===== config.mk =====
export PLATFORM = sky130hd
export DESIGN_NAME = serial_addsub_ctrl
export DESIGN_NICKNAME = d
export VERILOG_FILES = /design/src/rtl/serial_addsub_ctrl.sv
export SDC_FILE = /design/constraint.sdc
export NUM_CORES = 1
export LEC_CHECK = 0
export CAP_MARGIN = 5
export CORE_MARGIN = 2
export CORE_UTILIZATION = 44
export CTS_CLUSTER_DIAMETER = 80
export DETAILED_ROUTE_END_ITERATION = 8
export PLACE_DENSITY_LB_ADDON = 0.3
export SETUP_SLACK_MARGIN = 0.3
export SLEW_MARGIN = 20
export SYNTH_ARGS = -nofsm -noshare
export SYNTH_HDL_FRONTEND = slang
export SYNTH_HIERARCHICAL = 1
export SYNTH_SLANG_ARGS = --single-unit

===== constraint.sdc =====
create_clock -name clk -period 1.29 [get_ports clk]
set_input_delay 0.258 -clock clk [delete_from_list [all_inputs] [get_ports clk]]
set_output_delay 0.258 -clock clk [all_outputs]
set_load 0.05 [all_outputs]

===== src/rtl/serial_addsub_ctrl.sv =====
// serial_addsub_ctrl: bit-serial add/subtract sequencer around one NAND-only
// full-adder/full-subtractor slice. Operands are shifted LSB-first, one bit
// per clock, with carry/borrow held in a flop between steps.
// Optional macro SERIAL_ADDSUB_OVF_EN adds a signed-overflow output (ovf).

// One-bit full adder / full subtractor built from two-input NANDs only.
// sub=0: s = x^y^ci, co = carry;  sub=1: s = x^y^ci, co = borrow.
module serial_addsub_slice (
    input  logic x,
    input  logic y,
    input  logic ci,
    input  logic sub,
    output logic s,
    output logic co
);
    logic n1, n2, n3, h, n5, n6, n7, cy;
    logic nx, hn, nb1, nb2, bw;
    logic nsub, t1, t2;

    // x ^ y
    assign n1 = ~(x & y);
    assign n2 = ~(x & n1);
    assign n3 = ~(y & n1);
    assign h  = ~(n2 & n3);
    // (x ^ y) ^ ci; sum and difference bits are identical
    assign n5 = ~(h & ci);
    assign n6 = ~(h & n5);
    assign n7 = ~(ci & n5);
    assign s  = ~(n6 & n7);
    // carry = xy | ci(x^y)
    assign cy = ~(n1 & n5);
    // borrow = (~x & y) | (~(x^y) & ci)
    assign nx  = ~(x & x);
    assign hn  = ~(h & h);
    assign nb1 = ~(nx & y);
    assign nb2 = ~(hn & ci);
    assign bw  = ~(nb1 & nb2);
    // select carry or borrow chain
    assign nsub = ~(sub & sub);
    assign t1   = ~(cy & nsub);
    assign t2   = ~(bw & sub);
    assign co   = ~(t1 & t2);
endmodule

module serial_addsub_ctrl #(
    parameter int WIDTH = 8
) (
    input  logic             clk,
    input  logic             rst,
    input  logic             start,
    input  logic             mode,
    input  logic [WIDTH-1:0] a,
    input  logic [WIDTH-1:0] b,
    output logic             busy,
    output logic             done,
    output logic [WIDTH-1:0] result,
    output logic             cout
`ifdef SERIAL_ADDSUB_OVF_EN
    ,
    output logic             ovf
`endif
);
    localparam int CW = (WIDTH > 2) ? $clog2(WIDTH) : 1;
    localparam logic [CW-1:0] LAST = CW'(WIDTH - 1);

    typedef enum logic [1:0] {IDLE, RUN, DONE} state_t;

    state_t           state;
    logic [WIDTH-1:0] sa, sb;
    logic             md;
    logic             cflop;
    logic [CW-1:0]    cnt;
    logic             s_bit, c_nxt;

    serial_addsub_slice u_slice (
        .x   (sa[0]),
        .y   (sb[0]),
        .ci  (cflop),
        .sub (md),
        .s   (s_bit),
        .co  (c_nxt)
    );

    // Sequencer: load on start, shift one bit per clock, pulse done once.
    // result is the result shift register itself; it fills from the MSB end.
    always_ff @(posedge clk) begin
        if (rst) begin
            state  <= IDLE;
            busy   <= 1'b0;
            done   <= 1'b0;
            result <= '0;
            cout   <= 1'b0;
            cflop  <= 1'b0;
            cnt    <= '0;
            sa     <= '0;
            sb     <= '0;
            md     <= 1'b0;
`ifdef SERIAL_ADDSUB_OVF_EN
            ovf    <= 1'b0;
`endif
        end else begin
            case (state)
                IDLE: begin
                    done <= 1'b0;
                    if (start) begin
                        sa    <= a;
                        sb    <= b;
                        md    <= mode;
                        cflop <= 1'b0;
                        cnt   <= '0;
                        busy  <= 1'b1;
                        state <= RUN;
                    end
                end
                RUN: begin
                    result <= {s_bit, result[WIDTH-1:1]};
                    sa     <= sa >> 1;
                    sb     <= sb >> 1;
                    cflop  <= c_nxt;
                    cnt    <= cnt + CW'(1);
                    if (cnt == LAST) begin
                        state <= DONE;
                        busy  <= 1'b0;
                        done  <= 1'b1;
                        cout  <= c_nxt;
`ifdef SERIAL_ADDSUB_OVF_EN
                        // carry/borrow into the MSB differs from the one out of it
                        ovf   <= cflop ^ c_nxt;
`endif
                    end
                end
                DONE: begin
                    done  <= 1'b0;
                    state <= IDLE;
                end
                default: begin
                    state <= IDLE;
                    busy  <= 1'b0;
                    done  <= 1'b0;
                end
            endcase
        end
    end
endmodule


==> run_summary.xml <==
<?xml version="1.0" encoding="UTF-8"?>
<metrics>
  <group name="hold_path">
    <metric name="min_delay_worst_endpoint" unit="">result[0]</metric>
    <metric name="worstHoldPathType" unit="">reg2reg</metric>
    <metric name="hold_start" unit="">result[0]</metric>
    <metric name="hold-path-cell-count" unit="">2</metric>
  </group>
  <group name="sta">
    <metric name="hold_ws" unit="ns">0.483</metric>
    <metric name="final_hold_viol_count" unit="">0</metric>
    <metric name="unrepaired_setup_endpoints_after_global_routing" unit="">true</metric>
    <metric name="finClkSkew" unit="ns">0.00691</metric>
    <metric name="fin_crit_sh" unit="">1.09</metric>
    <metric name="finalWorstSetupSlack" unit="ns">-0.121</metric>
    <metric name="maxClockFrequency" unit="MHz">709</metric>
    <metric name="slew_headroom" unit="">0.741</metric>
    <metric name="setup_violations" unit="">2</metric>
    <metric name="final-max-slew-violation-count" unit="">0</metric>
    <metric name="max_slew.worst_pin.slew" unit="ns">0.389</metric>
    <metric name="period_needed" unit="ns">1.41</metric>
  </group>
  <group name="clock_tree">
    <metric name="clkTransAtPathRegs" unit="ns">0.10</metric>
    <metric name="clock_tree.htree_level_count" unit="">2</metric>
    <metric name="cts_root_buffer" unit="">sky130_fd_sc_hd__clkbuf_4</metric>
    <metric name="tritoncts.num_buffers" unit="">5</metric>
    <metric name="cts_num_sinks" unit="">34</metric>
    <metric name="hold_buffers" unit="">0</metric>
    <metric name="cts_max_path_buffers" unit="">2</metric>
    <metric name="clk_latency" unit="ns">0.35</metric>
    <metric name="tritoncts" unit="">built</metric>
  </group>
  <group name="pwr">
    <metric name="power.ir.vdd_worst" unit="V">0.000582</metric>
    <metric name="cellPowerDensity" unit="nW/um2">953</metric>
    <metric name="static-leakage-power" unit="nW">0.869</metric>
    <metric name="totalPowerFinal" unit="mW">2.09</metric>
  </group>
  <group name="synth">
    <metric name="synth.yosys.seq_area_share" unit="">0.481</metric>
    <metric name="synth-seq-cells" unit="">34</metric>
    <metric name="ys_top_cells_by_count" unit="">sky130_fd_sc_hd__dfxtp_1, sky130_fd_sc_hd__nor2_1, sky130_fd_sc_hd__nand2_1, sky130_fd_sc_hd__mux2i_1, sky130_fd_sc_hd__a211oi_1</metric>
    <metric name="syn_avg_cell_area" unit="um2">9.43</metric>
    <metric name="synth_top_area_frac" unit="">0.481</metric>
    <metric name="netlist.top_cell.by_area" unit="">sky130_fd_sc_hd__dfxtp_1</metric>
    <metric name="synthDistinctLibCells" unit="">22</metric>
    <metric name="yosys.cell_count.top_type" unit="">sky130_fd_sc_hd__dfxtp_1</metric>
    <metric name="synth_fp_nets" unit="">174</metric>
    <metric name="synth.cell_area" unit="um2">1420</metric>
    <metric name="yosys_warnings" unit="">6</metric>
    <metric name="number_of_enable_type_register_cells_in_the_synthesized_netlist" unit="">0</metric>
    <metric name="ys.flop_type" unit="">sky130_fd_sc_hd__dfxtp_1</metric>
    <metric name="postSynth.asyncResetShare" unit="">0</metric>
    <metric name="netlist_instances" unit="">150</metric>
    <metric name="netlist_top_cells_area" unit="">sky130_fd_sc_hd__dfxtp_1, sky130_fd_sc_hd__mux2i_1, sky130_fd_sc_hd__a211oi_1, sky130_fd_sc_hd__nor2_1, sky130_fd_sc_hd__nand2_1</metric>
  </group>
  <group name="routing">
    <metric name="vias" unit="">1308</metric>
    <metric name="antenna_violating_nets_post_route" unit="">0</metric>
    <metric name="dr_pass1_iterations" unit="">4</metric>
    <metric name="route.detailed.vias_per_inst" unit="">5.40</metric>
    <metric name="drt_iter0_drc" unit="">88</metric>
    <metric name="routed_wire_length_per_instance" unit="um">17.1</metric>
    <metric name="drc_errors" unit="">0</metric>
    <metric name="wl" unit="um">4130</metric>
  </group>
  <group name="die">
    <metric name="die_width" unit="um">60.7</metric>
    <metric name="io_pins" unit="">31</metric>
    <metric name="coreArea" unit="um2">3050</metric>
    <metric name="initial_utilization" unit="">0.464</metric>
    <metric name="placementRows" unit="">20</metric>
    <metric name="die_y" unit="um">60.7</metric>
    <metric name="design.die.area" unit="um2">3690</metric>
  </group>
  <group name="worst_setup_path">
    <metric name="r2r_start" unit="">sa[0]</metric>
    <metric name="timing.critical_path.fanout_max" unit="">3</metric>
    <metric name="setup.reg_to_reg.worst_slack" unit="ns">-0.12</metric>
    <metric name="endpoint_kind" unit="">flop</metric>
    <metric name="timing.critical_path.cells" unit="">inv_4, fa_2, mux2_4, a22oi_2, nor2_1</metric>
    <metric name="setup.worst_path.start_class" unit="">flop</metric>
    <metric name="cp.required" unit="ns">1.53</metric>
    <metric name="reg2reg_depth" unit="">5</metric>
    <metric name="critical-path-max-stage-delay" unit="ns">0.39</metric>
    <metric name="slowest_stage" unit="">sky130_fd_sc_hd__dfxtp_4</metric>
    <metric name="type_of_the_worst_setup_path" unit="">reg2reg</metric>
    <metric name="r2r_end" unit="">cflop</metric>
    <metric name="worst-endpoint-arrival" unit="ns">1.65</metric>
  </group>
  <group name="flow_run">
    <metric name="drv_cap" unit="">0</metric>
  </group>
  <group name="final_layout">
    <metric name="nets_final" unit="">222</metric>
    <metric name="flow.area_growth_from_synthesis" unit="%">55.3</metric>
    <metric name="diodes" unit="">0</metric>
    <metric name="layout.core_utilization" unit="">0.720</metric>
    <metric name="drive_above_1_share" unit="">0.343</metric>
  </group>
  <group name="global_routing">
    <metric name="global_route_overflow" unit="">0</metric>
    <metric name="initial_antenna_violation_count" unit="">0</metric>
    <metric name="grt.total_usage" unit="">0.263</metric>
    <metric name="grt_pass1_vias" unit="">1386</metric>
    <metric name="grt_first_pass_wirelength" unit="um">6760</metric>
    <metric name="grt_max_degree" unit="">35</metric>
  </group>
  <group name="placement">
    <metric name="replace_congestion" unit="">0.807</metric>
    <metric name="place.detailed.hpwl" unit="um">2100</metric>
    <metric name="count_of_buffers_inserted_at_the_top_level_ports" unit="">30</metric>
    <metric name="place_worst_setup_slack" unit="ns">-0.295</metric>
  </group>
  <group name="run_status">
    <metric name="violations" unit="">negative setup slack</metric>
    <metric name="outcome" unit="">complete, but fails checks</metric>
  </group>
</metrics>
-- area by class of cell --
type,count,area [um2]
fill,223,856
inverter,3,16.3
clock buffer,7,45.0
sequential,34,712
timing repair buffer,47,589
tap,44,55.1
multi-input combinational,107,779
-- layer usage --
| metal | share of wire | track usage |
|---|---|---|
| met1 | 0.41 | 0.305 |
| met4 | 0.026 | 0.161 |
| met2 | 0.50 | 0.427 |
| met3 | 0.070 | 0.0789 |
| met5 | 0 | 0 |
-- worst max-delay path, delay by kind of cell, from the launching register on --
family                   cells  cell delay (ns)
AO/OA/AOI/OAI                1             0.18
buffers and inverters        1             0.04
multiplexers                 1             0.28
AND/OR/NAND/NOR              1             0.06
flip-flops                   1             0.39
adder cells (fa/ha/maj)      1             0.35
-- through the flow --
stage	instance area, um2	TNS [ns]	cells
global route	2200	-0.417	242
finish	2200	-0.141	242
CTS	2180	-0.0586	241
floorplan	1470	-0.0265	150
detailed placement	1890	-5.28	216
global placement	1890	-3.43	216
-- worst max path at each step --
stage                       end  depth (start not counted)   from  slack (ns)
after floorplan           cflop                          5  sa[0]       -0.03
after global placement    sb[0]                          4  start       -0.18
after detailed placement  sb[0]                          4  start       -0.30
after CTS                 cflop                          5  sa[0]       -0.06
after global routing      cflop                          5  sa[0]       -0.16
final                     cflop                          5  sa[0]       -0.12
-- power by group --
group          total (mW)  internal (mW)  switching [mW]  leakage, nW
Sequential           1.15           1.10          0.0528        0.287
Clock               0.553          0.205           0.348       0.0254
Combinational       0.387          0.204           0.183        0.557
Total                2.09           1.51           0.584        0.869
-- sequential cells by signal (all words and copies together), names as in the netlist --
register  cells
cflop         1
sa            8
md            1
cnt           3
result        8
state         2
done          1
busy          1
sb            8
cout          1
-- logic make-up after synthesis --
logic type	synth area share
AOI/OAI and AO/OA	0.156
adders and majority gates	0.0460
buffers and inverters	0.0566
DFF	0.481
muxes	0.124
and+or+nand+nor	0.137
-- what timing repair did --
item / CTS / global route
setup endpoints to repair: 45 / 45
gates cloned: 6 / 0
gates resized for setup: 32 / 4
buffers inserted: 12 / 1
pin swaps: 7 / 0
-- layout by cell type (no fill, tap or decap) --
master	synthesis	routed
sky130_fd_sc_hd__nor2_1	22	22
sky130_fd_sc_hd__clkdlybuf4s50_1	0	18
sky130_fd_sc_hd__dfxtp_1	34	17
sky130_fd_sc_hd__nand2_1	17	16
sky130_fd_sc_hd__mux2i_1	16	16
sky130_fd_sc_hd__a211oi_1	14	14
sky130_fd_sc_hd__dfxtp_2	0	13
sky130_fd_sc_hd__buf_12	1	12
sky130_fd_sc_hd__buf_4	0	12
sky130_fd_sc_hd__a21oi_1	11	11
sky130_fd_sc_hd__nand2b_4	0	6
sky130_fd_sc_hd__clkbuf_4	0	5
sky130_fd_sc_hd__a22oi_1	5	4
sky130_fd_sc_hd__dfxtp_4	0	4
sky130_fd_sc_hd__nor3_1	3	3
sky130_fd_sc_hd__o21ai_1	0	2
sky130_fd_sc_hd__inv_4	0	2
sky130_fd_sc_hd__ha_4	0	2
sky130_fd_sc_hd__clkbuf_1	6	2
sky130_fd_sc_hd__buf_6	1	2
sky130_fd_sc_hd__fa_2	0	2
sky130_fd_sc_hd__and2b_1	1	1
sky130_fd_sc_hd__nor3b_2	0	1
sky130_fd_sc_hd__nand2_2	0	1
sky130_fd_sc_hd__o21bai_2	0	1
sky130_fd_sc_hd__a22oi_2	0	1
sky130_fd_sc_hd__nand3_1	1	1
sky130_fd_sc_hd__o21ai_0	3	1
sky130_fd_sc_hd__nand2b_2	0	1
sky130_fd_sc_hd__bufbuf_16	0	1
sky130_fd_sc_hd__dlygate4sd2_1	0	1
sky130_fd_sc_hd__buf_8	0	1
sky130_fd_sc_hd__inv_1	3	1
sky130_fd_sc_hd__mux2_4	1	1
Power figures use the tool's default switching activity.
